$ cat src/rtl/ro_puf_pair_counter_pkg.sv
// ---------------------------------------------------------------------------
// ro_puf_pkg
// Shared definitions for the RO-PUF pair counter, the RO bank and the bench.
//   state_e      : pair-counter FSM states (IDLE..DONE)
//   *_DEF        : default parameter values
//   chal_valid() : challenge legality check (distinct indices, both in range)
// ---------------------------------------------------------------------------
`timescale 1ns/1ps
package ro_puf_pkg;

    typedef enum logic [2:0] {
        IDLE    = 3'd0,
        SETTLE  = 3'd1,
        COUNT   = 3'd2,
        COMPARE = 3'd3,
        DONE    = 3'd4
    } state_e;

    localparam int NUM_RO_DEF     = 8;
    localparam int SEL_W_DEF      = 3;
    localparam int CNT_W_DEF      = 16;
    localparam int SETTLE_CYC_DEF = 16;
    localparam int WINDOW_DEF     = 1024;

    // A challenge must name two different ROs that both exist.
    function automatic logic chal_valid(input int a, input int b, input int num_ro);
        return (a != b) && (a < num_ro) && (b < num_ro);
    endfunction

endpackage

$ cat src/rtl/ro_puf_pair_counter_if.sv
// ---------------------------------------------------------------------------
// ro_puf_pair_counter_if
// Request/response channel of the RO-PUF pair counter.
//   start, chal_a, chal_b  : request (requester -> counter)
//   busy                   : counter not idle
//   resp_valid/resp_ready  : response handshake
//   resp, err              : response bit and invalid-challenge flag
// Modports: master = requester, slave = pair counter.
// ---------------------------------------------------------------------------
`timescale 1ns/1ps
interface ro_puf_pair_counter_if
    import ro_puf_pkg::*;
#(
    parameter int SEL_W = SEL_W_DEF
);
    logic             start;
    logic [SEL_W-1:0] chal_a;
    logic [SEL_W-1:0] chal_b;
    logic             busy;
    logic             resp_valid;
    logic             resp_ready;
    logic             resp;
    logic             err;

    modport master (
        output start, chal_a, chal_b, resp_ready,
        input  busy, resp_valid, resp, err
    );

    modport slave (
        input  start, chal_a, chal_b, resp_ready,
        output busy, resp_valid, resp, err
    );
endinterface

$ cat src/rtl/ro_edge_counter.sv
// ---------------------------------------------------------------------------
// ro_edge_counter
// Counts rising edges of one asynchronous RO signal.
//   clk, rst : system clock, async active-high reset
//   ro_i     : raw RO output (asynchronous to clk)
//   clr_i    : hold count at zero
//   en_i     : count rising edges while high
//   cnt_o    : saturating edge count
// The edge-history flop always follows the synchronised value, so a counting
// window opened after a clear never sees a spurious first edge.
// ---------------------------------------------------------------------------
`timescale 1ns/1ps
module ro_edge_counter #(
    parameter int CNT_W = 16
) (
    input  logic             clk,
    input  logic             rst,
    input  logic             ro_i,
    input  logic             clr_i,
    input  logic             en_i,
    output logic [CNT_W-1:0] cnt_o
);
    logic             sync1_q;
    logic             sync2_q;
    logic             hist_q;
    logic [CNT_W-1:0] cnt_q;
    logic             rise_s;

    assign rise_s = sync2_q & ~hist_q;
    assign cnt_o  = cnt_q;

    // Two-flop synchroniser, edge history and saturating counter.
    always_ff @(posedge clk or posedge rst) begin
        if (rst) begin
            sync1_q <= 1'b0;
            sync2_q <= 1'b0;
            hist_q  <= 1'b0;
            cnt_q   <= {CNT_W{1'b0}};
        end else begin
            sync1_q <= ro_i;
            sync2_q <= sync1_q;
            hist_q  <= sync2_q;
            if (clr_i) begin
                cnt_q <= {CNT_W{1'b0}};
            end else if (en_i && rise_s && (cnt_q != {CNT_W{1'b1}})) begin
                cnt_q <= cnt_q + {{(CNT_W-1){1'b0}}, 1'b1};
            end
        end
    end
endmodule

$ cat src/rtl/ro_puf_pair_counter.sv
// ---------------------------------------------------------------------------
// ro_puf_pair_counter
// Enables a challenge-selected RO pair, counts both over a fixed window and
// answers 1 when RO a produced more edges than RO b.
//   clk, rst   : system clock, async active-high reset
//   bus        : request/response channel (slave modport)
//   ro_in_i    : raw RO outputs from the bank
//   ro_en_o    : per-RO enables to the bank
// Optional (macro RO_PUF_CNT_DBG_EN):
//   dbg_cnt_a_o, dbg_cnt_b_o : final counts latched in COMPARE
// ---------------------------------------------------------------------------
`timescale 1ns/1ps
module ro_puf_pair_counter
    import ro_puf_pkg::*;
#(
    parameter int NUM_RO     = NUM_RO_DEF,
    parameter int SEL_W      = SEL_W_DEF,
    parameter int CNT_W      = CNT_W_DEF,
    parameter int SETTLE_CYC = SETTLE_CYC_DEF,
    parameter int WINDOW     = WINDOW_DEF
) (
    input  logic                clk,
    input  logic                rst,
    ro_puf_pair_counter_if.slave bus,
    input  logic [NUM_RO-1:0]   ro_in_i,
    output logic [NUM_RO-1:0]   ro_en_o
`ifdef RO_PUF_CNT_DBG_EN
    ,
    output logic [CNT_W-1:0]    dbg_cnt_a_o,
    output logic [CNT_W-1:0]    dbg_cnt_b_o
`endif
);
    localparam int TMR_MAX = (SETTLE_CYC > WINDOW) ? SETTLE_CYC : WINDOW;
    localparam int TMR_W   = $clog2(TMR_MAX + 1);

    state_e             state_q, state_d;
    logic [SEL_W-1:0]   a_q, a_d, b_q, b_d;
    logic [TMR_W-1:0]   tmr_q, tmr_d;
    logic [NUM_RO-1:0]  ro_en_q, ro_en_d;
    logic               busy_q, busy_d;
    logic               rv_q, rv_d;
    logic               resp_q, resp_d;
    logic               err_q, err_d;
    logic [CNT_W-1:0]   cnt_a_s, cnt_b_s;
    logic               clr_s, en_s;

    assign clr_s          = (state_q == SETTLE);
    assign en_s           = (state_q == COUNT);
    assign ro_en_o        = ro_en_q;
    assign bus.busy       = busy_q;
    assign bus.resp_valid = rv_q;
    assign bus.resp       = resp_q;
    assign bus.err        = err_q;

    ro_edge_counter #(.CNT_W(CNT_W)) u_cnt_a (
        .clk(clk), .rst(rst), .ro_i(ro_in_i[a_q]),
        .clr_i(clr_s), .en_i(en_s), .cnt_o(cnt_a_s)
    );

    ro_edge_counter #(.CNT_W(CNT_W)) u_cnt_b (
        .clk(clk), .rst(rst), .ro_i(ro_in_i[b_q]),
        .clr_i(clr_s), .en_i(en_s), .cnt_o(cnt_b_s)
    );

    // State and output registers; rst drops ro_en immediately.
    always_ff @(posedge clk or posedge rst) begin
        if (rst) begin
            state_q <= IDLE;
            a_q     <= {SEL_W{1'b0}};
            b_q     <= {SEL_W{1'b0}};
            tmr_q   <= {TMR_W{1'b0}};
            ro_en_q <= {NUM_RO{1'b0}};
            busy_q  <= 1'b0;
            rv_q    <= 1'b0;
            resp_q  <= 1'b0;
            err_q   <= 1'b0;
        end else begin
            state_q <= state_d;
            a_q     <= a_d;
            b_q     <= b_d;
            tmr_q   <= tmr_d;
            ro_en_q <= ro_en_d;
            busy_q  <= busy_d;
            rv_q    <= rv_d;
            resp_q  <= resp_d;
            err_q   <= err_d;
        end
    end

    // Next-state and next-output logic.
    always_comb begin
        state_d = state_q;
        a_d     = a_q;
        b_d     = b_q;
        tmr_d   = tmr_q;
        ro_en_d = ro_en_q;
        resp_d  = resp_q;
        err_d   = err_q;
        case (state_q)
            IDLE: begin
                if (bus.start) begin
                    if (chal_valid(int'(bus.chal_a), int'(bus.chal_b), NUM_RO)) begin
                        a_d                 = bus.chal_a;
                        b_d                 = bus.chal_b;
                        ro_en_d             = {NUM_RO{1'b0}};
                        ro_en_d[bus.chal_a] = 1'b1;
                        ro_en_d[bus.chal_b] = 1'b1;
                        tmr_d               = {TMR_W{1'b0}};
                        state_d             = SETTLE;
                    end else begin
                        err_d   = 1'b1;
                        resp_d  = 1'b0;
                        state_d = DONE;
                    end
                end else begin
                    state_d = IDLE;
                end
            end
            SETTLE: begin
                if (tmr_q == TMR_W'(SETTLE_CYC - 1)) begin
                    tmr_d   = {TMR_W{1'b0}};
                    state_d = COUNT;
                end else begin
                    tmr_d = tmr_q + TMR_W'(1);
                end
            end
            COUNT: begin
                if (tmr_q == TMR_W'(WINDOW - 1)) begin
                    tmr_d   = {TMR_W{1'b0}};
                    ro_en_d = {NUM_RO{1'b0}};
                    state_d = COMPARE;
                end else begin
                    tmr_d = tmr_q + TMR_W'(1);
                end
            end
            COMPARE: begin
                resp_d  = (cnt_a_s > cnt_b_s);
                err_d   = 1'b0;
                state_d = DONE;
            end
            DONE: begin
                // rv_q gates acceptance so the first DONE cycle never accepts.
                if (rv_q && bus.resp_ready) begin
                    state_d = IDLE;
                end else begin
                    state_d = DONE;
                end
            end
            default: begin
                ro_en_d = {NUM_RO{1'b0}};
                state_d = IDLE;
            end
        endcase
        busy_d = (state_d != IDLE);
        // resp_valid rises one cycle after DONE is entered and drops on acceptance.
        rv_d   = (state_q == DONE) && (state_d == DONE);
    end

`ifdef RO_PUF_CNT_DBG_EN
    logic [CNT_W-1:0] dbg_a_q, dbg_b_q;

    assign dbg_cnt_a_o = dbg_a_q;
    assign dbg_cnt_b_o = dbg_b_q;

    // Capture final counts alongside the response.
    always_ff @(posedge clk or posedge rst) begin
        if (rst) begin
            dbg_a_q <= {CNT_W{1'b0}};
            dbg_b_q <= {CNT_W{1'b0}};
        end else if (state_q == COMPARE) begin
            dbg_a_q <= cnt_a_s;
            dbg_b_q <= cnt_b_s;
        end
    end
`endif
endmodule
$ cat src/flat_wrapper.sv
// flat-port wrapper written by rule: the top's interface ports become plain ports
module ro_puf_pair_counter_flat import ro_puf_pkg::*;
#(
    parameter int NUM_RO     = NUM_RO_DEF,
    parameter int SEL_W      = SEL_W_DEF,
    parameter int CNT_W      = CNT_W_DEF,
    parameter int SETTLE_CYC = SETTLE_CYC_DEF,
    parameter int WINDOW     = WINDOW_DEF
)
  (clk, rst, ro_in_i, ro_en_o, bus_start, bus_chal_a, bus_chal_b, bus_resp_ready, bus_busy, bus_resp_valid, bus_resp, bus_err);
  ro_puf_pair_counter_if #(.SEL_W(SEL_W)) bus_i ();
  input  logic clk;
  input  logic rst;
  input  logic [NUM_RO-1:0] ro_in_i;
  output logic [NUM_RO-1:0] ro_en_o;
  input wire logic [$bits(bus_i.start)-1:0] bus_start;
  input wire logic [$bits(bus_i.chal_a)-1:0] bus_chal_a;
  input wire logic [$bits(bus_i.chal_b)-1:0] bus_chal_b;
  input wire logic [$bits(bus_i.resp_ready)-1:0] bus_resp_ready;
  output wire logic [$bits(bus_i.busy)-1:0] bus_busy;
  output wire logic [$bits(bus_i.resp_valid)-1:0] bus_resp_valid;
  output wire logic [$bits(bus_i.resp)-1:0] bus_resp;
  output wire logic [$bits(bus_i.err)-1:0] bus_err;
  assign bus_i.start = bus_start;
  assign bus_i.chal_a = bus_chal_a;
  assign bus_i.chal_b = bus_chal_b;
  assign bus_i.resp_ready = bus_resp_ready;
  assign bus_busy = bus_i.busy;
  assign bus_resp_valid = bus_i.resp_valid;
  assign bus_resp = bus_i.resp;
  assign bus_err = bus_i.err;
  ro_puf_pair_counter #(.NUM_RO(NUM_RO), .SEL_W(SEL_W), .CNT_W(CNT_W), .SETTLE_CYC(SETTLE_CYC), .WINDOW(WINDOW)) u_core (.clk(clk), .rst(rst), .bus(bus_i), .ro_in_i(ro_in_i), .ro_en_o(ro_en_o));
endmodule
$ cat config.mk
export PLATFORM = sky130hd
export DESIGN_NAME = ro_puf_pair_counter_flat
export DESIGN_NICKNAME = d
export VERILOG_FILES = /design/src/rtl/ro_puf_pair_counter_pkg.sv /design/src/rtl/ro_puf_pair_counter_if.sv /design/src/rtl/ro_edge_counter.sv /design/src/rtl/ro_puf_pair_counter.sv /design/src/flat_wrapper.sv
export SDC_FILE = /design/constraint.sdc
export NUM_CORES = 1
export LEC_CHECK = 0
export CORE_MARGIN = 2
export CORE_UTILIZATION = 43
export DETAILED_ROUTE_END_ITERATION = 6
export GPL_ROUTABILITY_DRIVEN = 1
export SYNTH_ARGS = -nofsm -noshare
export SYNTH_HDL_FRONTEND = slang
export SYNTH_SLANG_ARGS = --single-unit
$ cat constraint.sdc
create_clock -name clk -period 2.96 [get_ports clk]
set_input_delay 0.296 -clock clk [delete_from_list [all_inputs] [get_ports clk]]
set_output_delay 0.296 -clock clk [all_outputs]
set_load 0.05 [all_outputs]
Word level (Yosys, flattened, before mapping)

Index checks and enable logic that the tools add are counted.

Add/subtract/negate cells: 3
Multipliers: 0
Div/mod/pow operators: 0
Magnitude comparators: 7
Equality and inequality tests: 14
Shifts and indexed selects: 0
Multiplexer cells: 33
Bitwise gates (word level): 6
Reduce and logical (&&, ||, !) cells: 19

Operators with widths:

| operator              | number |
|---|---|
| $mux 16               | 4 |
| $mux 11               | 4 |
| $pmux 11 s3           | 1 |
| $add 16x1->16 const B | 2 |
| $ne 16x16->1 const B  | 2 |
| $mux 8                | 3 |
| $pmux 8 s3            | 1 |
| $gt 16x16->1          | 1 |
| $lt 3x4->1 const B    | 4 |
| $mux 3                | 5 |
| $pmux 3 s5            | 1 |
| $add 11x1->11 const B | 1 |
| $eq 11x10->1 const B  | 1 |
| $eq 11x4->1 const B   | 1 |
| $reduce_and 3->1      | 3 |
| $logic_and 1x1->1     | 8 |
| $mux 1                | 8 |
| $or 8x8->8            | 1 |
| $bmux 1 s3            | 2 |
| $demux 1 s3           | 2 |
| $eq 3x2->1 const B    | 2 |
| $eq 3x3->1 const B    | 2 |
| $ge 3x1->1 const B    | 2 |
| $reduce_bool 2->1     | 3 |
| other kinds (11)      | 18 |

Bits in registers: 70
Latch bits: 0
Memory bits (writable): 0
Bits in read-only memories: 0
Input bits: 18
Output and inout bits: 12
Logic and storage cells: 99
Memories kept: 0

Logic depth before layout (Yosys ltp)

Depth in word-level cells: 8
Depth in mapped cells: 7
Depth with buffers taken out: 7

Modules after synthesis

A second synthesis with hierarchy kept.

Cells, all modules: 451
Area total of the unflattened synthesis: 4409.2 um^2

Modules (own cells, without submodules):

| module              | instances | cells an instance | area an instance (um^2) | sequential area each (um^2) |
|---|---|---|---|---|
| ro_puf_pair_counter | 1         | 243               | 2304.7                  | 800.8 |
| ro_edge_counter     | 2         | 104               | 1052.3                  | 475.5 |

Worst setup path before layout

OpenSTA, ideal clock, no wires.

Kind: register to register
From: register u_core.state_q[1]
To: register u_core.tmr_q[3]
Library setup time: 0.119 ns
Arrival: 1.954 ns
Data required time: 2.841 ns
Slack: 0.887 ns
Stages on the path, launching flop included: 8
Buffers on the path: 2
Clock period less this slack: 2.073 ns
Cells stage by stage: dfrtp_1 buf_6 or3_1 clkbuf_1 a311oi_4 a211oi_1 nor3_4 o21ba_2

Cells in the longest elaborated chain, start to end: 3
Elaborated cells between the ends (all ways): 8
Classes of those cells: eq/ne (4); mux (1); reduce/logical (3)

RTL lines:

| item                                                      | RTL line                  | RTL |
|---|---|---|
| start, declared                                           | ro_puf_pair_counter.sv:36 | `state_e state_q, state_d;` |
| start signal, assigned                                    | ro_puf_pair_counter.sv:78 | `state_q <= state_d;` |
| $eq 3x2->1, or another cell as far along                  | ro_puf_pair_counter.sv:99 | `case (state_q)` |
| $reduce_bool 3->1 (no line), or another cell as far along | --                        |  |
| $reduce_and 3->1 (no line)                                | --                        |  |
| end signal, assigned                                      | ro_puf_pair_counter.sv:71 | `tmr_q <= {TMR_W{1'b0}};` |
| end signal, assigned                                      | ro_puf_pair_counter.sv:81 | `tmr_q <= tmr_d;` |
| end, declared                                             | ro_puf_pair_counter.sv:38 | `logic [TMR_W-1:0] tmr_q, tmr_d;` |

Several ways; a longest one is shown, not always the timed one.
A chain may end at the register's enable or synchronous reset.

Final worst setup path

From: register u_core.state_q[1]
To: register u_core.u_cnt_a.cnt_q[9] (netlist: u_core.u_cnt_a.cnt_o[9])

Cells in the longest elaborated chain, start to end: 4
Elaborated cells between the ends (all ways): 6
Classes of those cells: eq/ne (2); mux (1); reduce/logical (3)

RTL lines:

| item                            | RTL line                  | RTL |
|---|---|---|
| $eq 3x2->1                      | ro_puf_pair_counter.sv:48 | `assign en_s = (state_q == COUNT);` |
| $logic_and 1x1->1 (2 in series) | ro_edge_counter.sv:45     | `end else if (en_i && rise_s && (cnt_q != {CNT_W{1'b1}})) begin` |
| $reduce_bool 2->1 (no line)     | --                        |  |
| end signal, assigned            | ro_edge_counter.sv:38     | `cnt_q <= {CNT_W{1'b0}};` |
| end signal, assigned            | ro_edge_counter.sv:44     | `cnt_q <= {CNT_W{1'b0}};` |
| end signal, assigned            | ro_edge_counter.sv:46     | `cnt_q <= cnt_q + {{(CNT_W-1){1'b0}}, 1'b1};` |
| end, declared                   | ro_edge_counter.sv:26     | `logic [CNT_W-1:0] cnt_q;` |

Several ways; a longest one is shown, not always the timed one.

==> PnR_summary.wiki <==
{| class="wikitable"
! Metric !! Value
|-
| Gate count after technology mapping || 421
|-
| Part of the total power dissipated in combinational logic || 33.7%
|-
| Cell type of the slowest stage on the worst timing path || sky130_fd_sc_hd__or4b_1
|-
| Weighted congestion reported at the end of routability-driven placement || 0.807
|-
| Number of enable-type register cells in the synthesized netlist || 0
|-
| Die height || ~100 um
|-
| DR iter-0 viols || 192
|-
| Number of register bits inferred by synthesis || 70
|-
| Time the worst path needs with I/O delays and setup || 2.31 ns
|-
| Clock root buffer master || sky130_fd_sc_hd__clkbuf_8
|-
| Total negative slack || 0 ns
|-
| Synthesis-to-layout area growth || 15.5%
|-
| Detailed-route via count || 3202
|-
| Worst setup path startpoint || u_core.state_q[1]
|-
| Pins Over Slew Limit || 0
|-
| Number of max-cap violations || 0
|-
| Clock network fraction of total power || 25.4%
|-
| Quantity of gates resized following cts || 0
|-
| Startpoint type of the worst setup path || flop
|-
| Starting density of the core || roughly 44%
|-
| Wire length after detailed routing || 8.92 mm
|-
| Mean post-synth cell area || 9.80 um^2
|-
| Number of nets still failing antenna checks after routing || 0
|-
| Share of layout cells above drive strength 1 || 11.3%
|-
| Horizontal extent of the die || slightly above 100 um
|-
| Most frequent cells after synthesis || 70 x sky130_fd_sc_hd__dfrtp_1, 32 x sky130_fd_sc_hd__nand2_1, 28 x sky130_fd_sc_hd__inv_1, 28 x sky130_fd_sc_hd__nor2_1
|-
| Clock-pin slew reported for the worst setup and hold paths after clock tree synthesis || 0.08 ns
|-
| Via count of the first global-routing pass || 3135
|-
| Site Rows || 35
|-
| # setup viols final || 0
|-
| Count of cells along the worst register-to-register path || 5
|-
| Ys Warns || 0
|-
| Sequential cell area fraction in the yosys report || 42.5%
|-
| Worst VDD drop || 0.000467 V
|-
| Reported leakage power || 1.89 nW
|-
| Worst slew margin relative to its limit || 53.6%
|-
| GR Util All Layers || 18.9%
|-
| Final Hold Violating Endpoints || 0
|-
| Post-synth top area cell || sky130_fd_sc_hd__dfrtp_1
|-
| Total gr overflow || 0
|-
| Post-route clock skew || 0.0131 ns
|-
| Port bufs || 29
|-
| # IOs || 30
|-
| Transition time of the tightest slew-check pin || 0.691 ns
|-
| DPL Wire Length || roughly 6.5 mm
|-
| Unrepaired setup endpoints after global routing || false
|-
| Fraction of power spent switching nets || between 30% and 40%
|-
| Most used DFF post-synth || sky130_fd_sc_hd__dfrtp_1
|-
| Overall Power || roughly 3.2 mW
|-
| Power per unit of standard cell area || approximately 670 mW/mm^2
|-
| Net switching power figure || 1.16 mW
|-
| # diodes || 0
|-
| Most common cell in the synthesized netlist || sky130_fd_sc_hd__dfrtp_1
|-
| Share of synthesized flip-flops with an asynchronous set or reset || 100%
|-
| Latest clock arrival within the worst-skew pair || 0.35 ns
|-
| End of the worst register-to-register path || u_core.u_cnt_a.cnt_o[9]
|-
| Result of the run || completed
|-
| Data arrival time of the critical path || 2.55 ns
|-
| Number of nets produced by synthesis || 458
|-
| Net count of the finished layout || 491
|-
| Count of clock tree sinks || 70
|-
| Number of antenna violations at the first check in global routing || 0
|-
| Pin count of the biggest net entering global routing || 42
|-
| Setup bufs post-CTS || 0
|-
| Internal Pwr Total || 2.01 mW
|-
| Max Buffers Root-to-Sink || 2
|-
| Area of the die || around 0.010 mm^2
|-
| Post-synthesis cell type count || 59
|-
| Worst reg2reg startpoint || u_core.state_q[1]
|-
| Detailed-route wire length per cell || 15.2 um
|-
| Core region area || 0.00928 mm^2
|-
| Achievable frequency || 433 MHz
|-
| Worst path required time || 3.20 ns
|-
| Slowest stage delay, CP || around 0.60 ns
|-
| DRC errors left || 0
|-
| Reg2reg setup slack || 0.65 ns
|-
| Number of buffers inserted by hold repair at cts || 0
|-
| Post-DR vias/cell || 5.45
|-
| Yosys top cell area share || 42.5%
|-
| Path type of the worst setup path || flop to flop
|-
| Main area contributors after synthesis || sky130_fd_sc_hd__dfrtp_1 42%, sky130_fd_sc_hd__ha_1 5.8%, sky130_fd_sc_hd__mux2_2 3.3%, sky130_fd_sc_hd__nand2_1 2.9%, sky130_fd_sc_hd__xnor2_1 2.8%
|-
| Critical-path maximum fanout || 10
|-
| Min-delay worst type || primary input to asynchronous set/reset pin
|-
| Crit-path cells || nor3b_2, nand4_1, or4b_1, xor2_1, nor2_1
|-
| Global-route wire length before repair || approximately 15 mm
|-
| TritonCTS clock tree || yes
|-
| H-tree lvl count || 3
|-
| Part of the cycle the worst path needs || roughly 80%
|-
| Category of the worst setup path capture point || flop
|-
| Number of clock buffers inserted by TritonCTS || 9
|-
| Synth Cell Area || around 0.0041 mm^2
|-
| Seq pwr share || 40.8%
|-
| First-pass iteration count of the detailed router || 4
|}
area by class of cell:
| cell class | count | area, um^2 |
|---|---|---|
| fillers | 892 | 4520 |
| multi-input cells | 308 | 2190 |
| flip-flops and latches | 70 | 1750 |
| repair buffers | 37 | 350 |
| well taps | 129 | 161 |
| clock buffers | 13 | 159 |
| inverters | 28 | 105 |
| clock inverters | 3 | 42.5 |
cells in the final DEF (no fill, tap or decap), drive strengths merged, types with 5 or more instances in the layout:
cell type,n
nand4,12
or3,7
ha,19
nor3b,6
inv,28
o211ai,10
mux2i,8
a211oi,5
nand3,22
xor2,5
dfrtp,70
o21ai,19
a21oi,22
nand2,32
o31ai,9
xnor2,13
clkbuf,13
buf,8
mux2,12
nor3,17
nor2,28
clkdlybuf4s50,29
state kept, by name, indices dropped and copies added (netlist names), 3 cells and up:
register and count:
u_core.ro_en_o 8, u_core.b_q 3, u_core.u_cnt_b.cnt_o 16, u_core.a_q 3, u_core.state_q 3, u_core.tmr_q 11
u_core.u_cnt_a.cnt_o 16
per-layer routing:
metal,share of wire (%),track usage [%]
met1,50,26.6
met2,46,29.3
met3,2.9,4.38
met4,0.98,5.33
met5,0,0
kinds of logic (layout without fill, tap and decap cells):
kind of cell               after synthesis  count (layout)  share of synthesized area, %
AOI/OAI and AO/OA                       87              87                          14.6
xor gates and xnor gates                18              18                          3.82
adders and majority gates               19              19                          5.76
buffers and inverters                   43              81                          4.34
DFF                                     70              70                          42.5
muxes                                   24              24                          7.40
and+or+nand+nor                        160             160                          21.6
worst max-delay path, delay by kind of cell, from the launching register on:
kind                      cells  cell delay (ns)
xor gates and xnor gates      1             0.16
DFF                           1             0.50
and+or+nand+nor               4             1.54
power by group through the flow:
stage | Sequential, mW | Combinational [mW] | Clock (mW)
after global placement | 1.31 | 1.06 | 0
after floorplan | 1.46 | 0.602 | 0
after global routing | 1.32 | 1.16 | 0.869
after detailed placement | 1.31 | 1.08 | 0
after CTS | 1.30 | 1.08 | 0.831
final | 1.29 | 1.07 | 0.806
worst max path at each step:
stage / end / slack (ns) / cells after the start
6_report: u_core.u_cnt_a.cnt_o[9] / 0.65 / 5
5_1_grt: u_core.u_cnt_a.cnt_o[9] / 0.49 / 5
4_1_cts: u_core.u_cnt_a.cnt_o[9] / 0.64 / 5
3_5_place_dp: u_core.tmr_q[8] / 0.32 / 6
3_3_place_gp: u_core.tmr_q[7] / 0.40 / 6
2_1_floorplan: u_core.tmr_q[3] / 0.89 / 7
stage by stage:
| step | instance area, um^2 | setup WS, ns | instances | hold WS (ns) | util (%) |
|---|---|---|---|---|---|
| final | 4760 | 0.649 | 588 | 0.333 | 51.3 |
| after global routing | 4760 | 0.486 | 588 | 0.358 | 51.3 |
| after CTS | 4760 | 0.643 | 588 | 0.346 | 51.3 |
| after detailed placement | 4560 | 0.319 | 572 | 0.336 | 49.1 |
| after global placement | 4560 | 0.398 | 572 | 0.336 | 49.1 |
| after floorplan | 4120 | 0.887 | 421 | 0.331 | - |
(Power assumes the default switching activity.)
